### src/rtl/vga_timing_ctrl.sv
`default_nettype none
// ============================================================================
// Module   : vga_timing_ctrl
// Purpose  : VGA raster timing generator (pixel/line counters, registered
//            active-video, sync and line/frame pulses) plus a PS/2 scan-code
//            decoder whose arrow-key requests are committed to `direction`
//            only at frame start, so movement changes once per frame.
// Ports    : VGA_clk      pixel clock (sole clock)
//            reset        synchronous active-high reset
//            pix_en       pixel-advance enable
//            key_valid    strobe for a new scan-code byte on key_data
//            key_data     PS/2 scan-code byte
//            xCount       current pixel column
//            yCount       current line
//            displayArea  registered active-video flag (blank_n is a copy)
//            VGA_hSync    horizontal sync, asserted level HS_POL
//            VGA_vSync    vertical sync, asserted level VS_POL
//            line_start   one-clock pulse at each line start
//            frame_start  one-clock pulse at each frame start
//            direction    committed movement code
// Revision : 1.0 - initial release
// ============================================================================
module vga_timing_ctrl #(
  parameter int   H_ACTIVE   = 640,
  parameter int   H_FP       = 16,
  parameter int   H_SYNC     = 96,
  parameter int   H_BP       = 48,
  parameter int   V_ACTIVE   = 480,
  parameter int   V_FP       = 10,
  parameter int   V_SYNC     = 2,
  parameter int   V_BP       = 33,
  parameter logic HS_POL     = 1'b0,
  parameter logic VS_POL     = 1'b0,
  parameter int   CW         = 10,
  parameter logic NO_REVERSE = 1'b1
) (
  input  logic          VGA_clk,
  input  logic          reset,
  input  logic          pix_en,
  input  logic          key_valid,
  input  logic [7:0]    key_data,
  output logic [CW-1:0] xCount,
  output logic [CW-1:0] yCount,
  output logic          displayArea,
  output logic          blank_n,
  output logic          VGA_hSync,
  output logic          VGA_vSync,
  output logic          line_start,
  output logic          frame_start,
  output logic [2:0]    direction
);

  localparam int H_TOTAL = H_ACTIVE + H_FP + H_SYNC + H_BP;
  localparam int V_TOTAL = V_ACTIVE + V_FP + V_SYNC + V_BP;

  localparam logic [CW-1:0] H_LAST   = CW'(H_TOTAL - 1);
  localparam logic [CW-1:0] V_LAST   = CW'(V_TOTAL - 1);
  localparam logic [CW-1:0] H_ACT    = CW'(H_ACTIVE);
  localparam logic [CW-1:0] V_ACT    = CW'(V_ACTIVE);
  localparam logic [CW-1:0] HS_BEGIN = CW'(H_ACTIVE + H_FP);
  localparam logic [CW-1:0] HS_END   = CW'(H_ACTIVE + H_FP + H_SYNC);
  localparam logic [CW-1:0] VS_BEGIN = CW'(V_ACTIVE + V_FP);
  localparam logic [CW-1:0] VS_END   = CW'(V_ACTIVE + V_FP + V_SYNC);
  localparam logic [CW-1:0] ONE      = CW'(1);

  localparam logic [7:0] CODE_EXT   = 8'hE0;
  localparam logic [7:0] CODE_BRK   = 8'hF0;
  localparam logic [7:0] CODE_UP    = 8'h75;
  localparam logic [7:0] CODE_LEFT  = 8'h6B;
  localparam logic [7:0] CODE_DOWN  = 8'h72;
  localparam logic [7:0] CODE_RIGHT = 8'h74;

  // --------------------------------------------------------------------------
  // Raster counters
  // --------------------------------------------------------------------------
  always_ff @(posedge VGA_clk) begin
    if (reset) begin
      xCount <= '0;
      yCount <= '0;
    end else if (pix_en) begin
      if (xCount == H_LAST) begin
        xCount <= '0;
        yCount <= (yCount == V_LAST) ? '0 : yCount + ONE;
      end else begin
        xCount <= xCount + ONE;
      end
    end
  end

  // --------------------------------------------------------------------------
  // Registered timing outputs: all decoded from the counter values of the
  // previous clock, so they trail xCount/yCount by exactly one cycle.
  // --------------------------------------------------------------------------
  logic hs_active;
  logic vs_active;
  logic at_origin;
  logic commit;

  assign hs_active = (xCount >= HS_BEGIN) && (xCount < HS_END);
  assign vs_active = (yCount >= VS_BEGIN) && (yCount < VS_END);
  assign at_origin = (xCount == '0) && (yCount == '0);
  // Direction commits on the same edge that raises frame_start.
  assign commit    = pix_en && at_origin;

  always_ff @(posedge VGA_clk) begin
    if (reset) begin
      displayArea <= 1'b0;
      VGA_hSync   <= ~HS_POL;
      VGA_vSync   <= ~VS_POL;
      line_start  <= 1'b0;
      frame_start <= 1'b0;
    end else begin
      displayArea <= (xCount < H_ACT) && (yCount < V_ACT);
      VGA_hSync   <= hs_active ? HS_POL : ~HS_POL;
      VGA_vSync   <= vs_active ? VS_POL : ~VS_POL;
      line_start  <= pix_en && (xCount == '0);
      frame_start <= commit;
    end
  end

  assign blank_n = displayArea;

  // --------------------------------------------------------------------------
  // Scan-code decoder
  // --------------------------------------------------------------------------
  typedef enum logic [1:0] {
    S_IDLE    = 2'd0,
    S_EXT     = 2'd1,
    S_BRK     = 2'd2,
    S_EXT_BRK = 2'd3
  } state_t;

  state_t     state;
  state_t     state_next;
  logic       req;
  logic [2:0] arrow_dir;

  always_comb begin
    arrow_dir = 3'b000;
    case (key_data)
      CODE_UP:    arrow_dir = 3'b001;
      CODE_LEFT:  arrow_dir = 3'b010;
      CODE_DOWN:  arrow_dir = 3'b011;
      CODE_RIGHT: arrow_dir = 3'b100;
      default:    arrow_dir = 3'b000;
    endcase
  end

  always_ff @(posedge VGA_clk) begin
    if (reset) state <= S_IDLE;
    else       state <= state_next;
  end

  always_comb begin
    state_next = state;
    req        = 1'b0;
    if (key_valid) begin
      case (state)
        S_IDLE: begin
          if (key_data == CODE_EXT)      state_next = S_EXT;
          else if (key_data == CODE_BRK) state_next = S_BRK;
          else begin
            state_next = S_IDLE;
            req        = (arrow_dir != 3'b000);
          end
        end
        S_EXT: begin
          if (key_data == CODE_BRK) state_next = S_EXT_BRK;
          else begin
            state_next = S_IDLE;
            req        = (arrow_dir != 3'b000);
          end
        end
        // Byte following a break prefix is a key release: swallow it.
        S_BRK:     state_next = S_IDLE;
        S_EXT_BRK: state_next = S_IDLE;
        default:   state_next = S_IDLE;
      endcase
    end
  end

  // --------------------------------------------------------------------------
  // Pending request and committed direction
  // --------------------------------------------------------------------------
  logic       pend_valid;
  logic [2:0] pend_dir;
  logic       reversal;

  // up<->down and left<->right are the only opposing pairs.
  assign reversal = ((direction == 3'b001) && (pend_dir == 3'b011)) ||
                    ((direction == 3'b011) && (pend_dir == 3'b001)) ||
                    ((direction == 3'b010) && (pend_dir == 3'b100)) ||
                    ((direction == 3'b100) && (pend_dir == 3'b010));

  always_ff @(posedge VGA_clk) begin
    if (reset) begin
      direction  <= 3'b000;
      pend_valid <= 1'b0;
      pend_dir   <= 3'b000;
    end else begin
      // Commit uses the pending value held before this edge; a request
      // arriving on the same edge becomes the next pending value.
      if (commit && pend_valid && !(NO_REVERSE && reversal))
        direction <= pend_dir;
      if (req) begin
        pend_valid <= 1'b1;
        pend_dir   <= arrow_dir;
      end else if (commit) begin
        pend_valid <= 1'b0;
      end
    end
  end

endmodule
`default_nettype wire

### config.mk
export PLATFORM = sky130hd
export DESIGN_NAME = vga_timing_ctrl
export DESIGN_NICKNAME = d
export VERILOG_FILES = /design/src/rtl/vga_timing_ctrl.sv
export SDC_FILE = /design/constraint.sdc
export NUM_CORES = 1
export LEC_CHECK = 0
export BUFFER_PORTS_ARGS = -buffer_cell sky130_fd_sc_hd__buf_4
export CAP_MARGIN = 20
export CORE_MARGIN = 5
export CORE_UTILIZATION = 50
export CTS_CLUSTER_SIZE = 12
export DETAILED_ROUTE_END_ITERATION = 16
export PLACE_DENSITY = 0.82
export SLEW_MARGIN = 10
export SYNTH_ARGS = -nofsm -noshare
export SYNTH_HDL_FRONTEND = slang
export SYNTH_SLANG_ARGS = --single-unit
### constraint.sdc
create_clock -name VGA_clk -period 3.69 [get_ports VGA_clk]
set_input_delay 0.5535 -clock VGA_clk [delete_from_list [all_inputs] [get_ports VGA_clk]]
set_output_delay 0.5535 -clock VGA_clk [all_outputs]
set_load 0.03 [all_outputs]
==> results_dict.tcl, run 1 <==
set metrics [dict create \
    cts_inserted_buffers 5 \
    grt_pass1_vias 1333 \
    max_freq_mhz 417 \
    synth-seq-cells 33 \
    viasPerCell 5.40 \
    dieArea_sq_mm 0.00459 \
    cts_root_buf "clkbuf_4" \
    core_area_sq_mm 0.00328 \
    tightest_slew_ns 1.01 \
    p_per_area_mw_per_mm2 310 \
    post_cts_resized 0 \
    finClkSkew_ns 0.00537 \
    ys.warnings.count 0 \
    hold_viol 0 \
    intPower_w 0.000476 \
    fin_crit_ns 2.40 \
    multi_input_area_sq_um 938 \
    p_total_w 0.000630 \
    syn_nets 211 \
    crit_path_max_incr_delay_ns 0.60 \
    seq_area_sq_um 661 \
    ys_types 46 \
    grt_pass1_wl_um 5900 \
    setup_tns_ns 0 \
    ant_nets 0 \
    crit_family "simple AND/OR/NAND/NOR gates" \
    maxCapViolations 0 \
    place_hpwl_um 2740 \
    syn_area_per_cell_sq_um 8.60 \
    first_iter_violations 83 \
    crit_buf_inv 1 \
    synth_simple_gate_area_share_pct 33.5 \
    min_path_type "reg2reg" \
    wl_um 3630 \
    std_cell_rows 21 \
    maxSlewViolCount 0 \
    yosys.area_share.adder_pct 3.75 \
    synth_enable_flop_cells 0 \
    path_cells "inv_1, ha_1, or4b_2, nor3_1, nand4_1, o21bai_1, nor2_1" \
    clock-sinks 33 \
    pre_cts_slack_ns 1.33 \
    power_frac_seq_pct 57.9 \
    io_pins 41 \
    clk_latency_ns 0.34 \
    power.switching_w 0.000154 \
    final_common_cell "buf_4" \
    slew-limit-headroom_pct 32.4 \
    htree_levels 2 \
    nets 251 \
    path_class "reg2reg" \
    track_usage_pct 17.2 \
    clockBufferDepth 2 \
    die_x_um 67.8 \
    postSynthCellCount 194 \
    peakVddDrop_uv 239 \
    fillers 305 \
    cts_hold_buffers 0 \
    clkTransAtPathRegs_ns 0.09 \
    antenna_cells 0 \
    sw_frac_of_total_pct 24.4 \
    io_buffers 40 \
    p_leak_nw 0.820 \
    cp-start-kind "register" \
    mostFrequentLayoutCells "40 x buf_4, 33 x dfxtp_1, 27 x nor2_1, 17 x nand2_1, 11 x a21oi_1" \
    layout_setup_ws_ns 1.29 \
    drc 0 \
    grt_overflow_total 0 \
    synth_area_sq_mm 0.00167 \
    wl_per_cell_um 13.0 \
    grt_setup_unrepaired "no" \
    vias 1512 \
    synth_xor_area_share_pct 8.40 \
    initial_utilization_pct 50.8 \
    async_reset_ff_share_pct 0 \
    endpoint_kind "register" \
    crit_arrival_ns 2.61 \
    synth_mux_area_share_pct 1.20 \
    combPwrFrac_pct 9.6 \
    die_h_um 67.8 \
    cts_tree "built" \
    drt-pass1-iter-count 5 \
    post_cts_buffers 0 \
    grt_max_degree 21 \
    synth_compound_area_share_pct 9.38 \
    antenna_found_initial 0 \
    synth_top_family_by_area "simple AND/OR/NAND/NOR gates" \
    slowest_stage "or4b_2" \
    drive_gt1_share_pct 23.5 \
    status "completed" \
    clockPowerShare_pct 32.5 \
    worst-endpoint-required_ns 3.90 \
    post-route-period-util_pct 65.1 \
    synth-seq-area-share_pct 39.6 \
    synthToLayoutAreaGrowth_pct 22.0 \
    report.final.setup_viol 0 \
    routabilityCongestion 0.899 \
    cp_max_fo 6 \
    synth_flop_cell "dfxtp_1" \
]
## power by group through the flow
stage	clock [W]	combinational, W	sequential (W)
floorplan	0	0.0000276	0.000382
global route	0.000229	0.0000666	0.000366
CTS	0.000211	0.0000613	0.000365
finish	0.000205	0.0000606	0.000365
global placement	0	0.0000606	0.000373
detailed placement	0	0.0000613	0.000373
## area by class of cell
| class | instances | area share, % |
|---|---|---|
| Tap cell | 46 | 2.83 |
| Inverter | 6 | 1.11 |
| Multi-Input combinational cell | 148 | 46.1 |
| Sequential cell | 33 | 32.5 |
| Clock buffer | 7 | 2.71 |
| Timing Repair Buffer | 40 | 14.8 |
## per-layer routing
layer / global-route usage [%] / share of wire [%]
met3: 6.82 / 8.7
met4: 7.09 / 1.8
met1: 21.0 / 45
met2: 26.9 / 44
met5: 0 / 0
## synth_stat cells (3+ instances only)
| cell type | n | share of area, % |
|---|---|---|
| nand4b_1 | 4 | 2.1 |
| nor2_1 | 27 | 6.1 |
| a21oi_1 | 11 | 3.3 |
| nand2_1 | 17 | 3.8 |
| nand3_1 | 9 | 2.7 |
| nor3_1 | 3 | 0.90 |
| xnor2_1 | 6 | 3.2 |
| or3_1 | 4 | 1.5 |
| o21ai_0 | 4 | 1.2 |
| nor4_1 | 3 | 1.1 |
| ha_1 | 5 | 3.8 |
| xor2_1 | 10 | 5.3 |
| nand4_1 | 7 | 2.6 |
| dfxtp_1 | 33 | 40 |
| inv_1 | 6 | 1.4 |
| o31ai_1 | 3 | 1.4 |
| and3_1 | 4 | 1.5 |
## logic make-up after synthesis
| logic type | Yosys count |
|---|---|
| AND/OR/NAND/NOR | 100 |
| multiplexers | 2 |
| buffers and inverters | 13 |
| XOR/XNOR | 16 |
| AO/OA/AOI/OAI | 25 |
| adder cells (fa/ha/maj) | 5 |
| flip-flops | 33 |
## per-stage QoR
step	hold WS [ns]	area, sq um	cells	utilization (%)
floorplan	0.450	1670	194	-
global placement	0.443	1980	273	60.3
detailed placement	0.448	1980	273	60.3
CTS	0.468	2030	280	61.9
global route	0.463	2030	280	61.9
finish	0.461	2030	280	61.9
## sequential cells by signal, indices dropped and copies added (netlist names)
register	count
line_start	1
state	1
VGA_hSync	1
direction	3
VGA_vSync	1
frame_start	1
blank_n	1
pend_valid	1
yCount	10
pend_dir	3
xCount	10
## worst paths after layout
path	end	depth (start not counted)	start	slack, ns
worst max-delay path	yCount[8]	7	yCount[0]	1.29
worst min-delay path	VGA_vSync	1	yCount[8]	0.46
worst max register to register	yCount[8]	7	yCount[0]	1.29
worst min register to register	VGA_vSync	1	yCount[8]	0.46
Note: power is estimated with default switching activity, not from simulation.
==> run 2, diff against run 1 <==
ABC_AREA = 1   (was unset)
PLACE_DENSITY = 0.8   (was 0.82)
clock period = 2.4 ns   (was 3.69 ns; I/O delays follow)
==> run 2 against run 1 <==
Effect of this change: first-iteration DRC count grew 140%; total power is 73% higher; register-to-register slack got worse by 0.53 ns; routed wire length increased by 22%; non-clock buffer count did not move; sequential share of layout area is 3.9 points lower; largest power group unchanged.
==> results_dict.tcl, run 2 <==
set metrics [dict create \
    status "completed" \
    power.switching_w 0.000259 \
    synth.top_cell.area_share_pct 34.5 \
    power_frac_seq_pct 52.9 \
    ys_types 29 \
    clk_latency_ns 0.28 \
    post_cts_resized 0 \
    maxCapViolations 0 \
    grt_max_degree 17 \
    initial_utilization_pct 52.7 \
    setup_tns_ns 0 \
    synth_common_cells "67 x nand2_1, 47 x nor2_1, 44 x inv_1" \
    wl_per_cell_um 11.5 \
    yosys-top-cells-area "dfxtp_1 35%, nand2_1 13%, nor2_1 8.9%, inv_1 8.4%, nand3_1 3.8%" \
    pre_cts_slack_ns 0.785 \
    synth_area_sq_mm 0.00197 \
    final_cells 385 \
    hold_viol 0 \
    clock-sinks 34 \
    dieArea_sq_mm 0.00530 \
    final_common_cell "nand2_1" \
    rr_endpoint "yCount[4]" \
    synth-seq-area-share_pct 34.5 \
    crit_start "xCount[0]" \
    synth_enable_flop_cells 0 \
    grt_overflow_total 0 \
    maxSlewViolCount 0 \
    cts_inserted_buffers 5 \
    p_per_area_mw_per_mm2 459 \
    seq_area_sq_um 681 \
    cp-start-kind "register" \
    layout_setup_ws_ns 0.756 \
    ys.warnings.count 0 \
    synth_top_cell_by_area "dfxtp_1" \
    vias 1960 \
    fin_crit_ns 1.64 \
    fillers 360 \
    p_total_w 0.00109 \
    clockBufferDepth 2 \
    p_leak_nw 1.11 \
    slew-limit-headroom_pct 77.2 \
    die_x_um 72.8 \
    core_area_sq_mm 0.00374 \
    htree_levels 2 \
    wl_um 4420 \
    peakVddDrop_uv 274 \
    reg_top3 "xCount: 10 flops, yCount: 10 flops" \
    grt_setup_unrepaired "no" \
    post_cts_buffers 0 \
    r2r_start "xCount[0]" \
    crit_path_end "yCount[4]" \
    drive_gt1_share_pct 21.4 \
    min_path_type "in2reg" \
    viasPerCell 5.09 \
    dp.cells 379 \
    path_class "reg2reg" \
    antenna_cells 0 \
    grt_pass1_wl_um 7310 \
    worst-endpoint-required_ns 2.57 \
    clkTransAtPathRegs_ns 0.06 \
    clockPowerShare_pct 37.4 \
    cts_root_buf "clkbuf_8" \
    whs_ns 0.336 \
    place_hpwl_um 3460 \
    drt-pass1-iter-count 4 \
    synthToLayoutAreaGrowth_pct 20.7 \
    tightest_slew_ns 0.342 \
    grt_pass1_vias 1731 \
    endpoint_kind "register" \
    crit_arrival_ns 1.81 \
    intPower_w 0.000832 \
    mostFrequentLayoutCells "67 x nand2_1, 47 x nor2_1, 44 x inv_1, 40 x buf_4, 34 x dfxtp_1" \
    max_freq_mhz 608 \
    track_usage_pct 17.5 \
    syn_area_per_cell_sq_um 6.66 \
    antenna_found_initial 0 \
    cts_hold_buffers 0 \
    finClkSkew_ns 0.00553 \
    ant_nets 0 \
    report.final.setup_viol 0 \
    die_h_um 72.8 \
    routabilityCongestion 0.906 \
    synth_flop_cell "dfxtp_1" \
    io_pins 41 \
    io_buffers 40 \
    combPwrFrac_pct 9.7 \
    synth-seq-cells 34 \
    sw_frac_of_total_pct 23.8 \
    std_cell_rows 22 \
    first_iter_violations 198 \
    cp_max_fo 11 \
    r2r_setup_slack_ns 0.76 \
    synth.most_common_cell "nand2_1" \
    syn_nets 313 \
    drc 0 \
    multi_input_area_sq_mm 0.00107 \
    cts_tree "built" \
    postSynthCellCount 296 \
    post-route-period-util_pct 68.5 \
    async_reset_ff_share_pct 0 \
    nets 355 \
    worstRegToRegCells 8 \
]
==> run 2: cell count changes in the layout (fill, tap and decap cells not counted), sizes merged, moves of 4 or more <==
cell and delta:
o21ai +5, nand3 +10, inv +44, and3 -6
nand2 +54, xor2 -5, or3 -5, nor3 +10
nand4b -4, xnor2 -6, nor2 +26
==> run 2: cell families (layout without fill, tap and decap cells) <==
family,Yosys count,count (layout),synth area share (%)
adder cells (fa/ha/maj),5,5,3.17
XOR/XNOR,5,5,2.22
flip-flops,34,34,34.5
AND/OR/NAND/NOR,172,172,41.6
AO/OA/AOI/OAI,25,25,7.30
buffers and inverters,55,96,11.2
==> run 2: stage by stage <==
step / util (%) / instance area, sq um
after floorplan: - / 1970
after global placement: 61.4 / 2300
after detailed placement: 61.4 / 2300
after CTS: 63.6 / 2380
after global routing: 63.6 / 2380
final: 63.6 / 2380
==> run 2: area by class of cell <==
cell class | instances | area share, %
sequential | 34 | 28.6
clock buffer | 6 | 3.47
tap | 48 | 2.52
multi-input combinational | 207 | 44.9
inverter | 50 | 7.88
timing repair buffer | 40 | 12.6
==> run 2: critical path, stage by stage (launching register included) <==
cell and delay, ns:
dfxtp_1 0.39, ha_1 0.22, nand3_2 0.11, nor2_2 0.13
nand3_2 0.15, nand2_2 0.23, nand2_1 0.15, o21ai_0 0.10
a21oi_1 0.06
==> run 2: routing by layer <==
metal / GRT usage [%] / share of wire [%] / vias to the layer above
met1: 21.4 / 46 / 862
li1: - / - / 1023
met2: 29.5 / 45 / 66
met3: 2.62 / 7.1 / 9
met5: 0 / 0 / -
met4: 9.02 / 2.6 / 0
==> run 2: power groups by stage <==
stage | Combinational [W] | Sequential, W | Clock (W)
6_report | 0.000106 | 0.000577 | 0.000409
5_1_grt | 0.000117 | 0.000578 | 0.000445
4_1_cts | 0.000106 | 0.000577 | 0.000420
3_5_place_dp | 0.000106 | 0.000590 | 0
3_3_place_gp | 0.000105 | 0.000589 | 0
2_1_floorplan | 0.0000570 | 0.000603 | 0
==> run 2: worst min-delay path by stage <==
stage / from / end / slack [ns] / cells past startpoint
floorplan: state[0] / state[0] / 0.44 / 2
global placement: pend_dir[1] / pend_dir[1] / 0.45 / 2
detailed placement: pend_dir[1] / pend_dir[1] / 0.46 / 2
CTS: key_valid / state[1] / 0.33 / 2
global route: key_valid / state[1] / 0.34 / 2
finish: key_valid / state[1] / 0.34 / 2
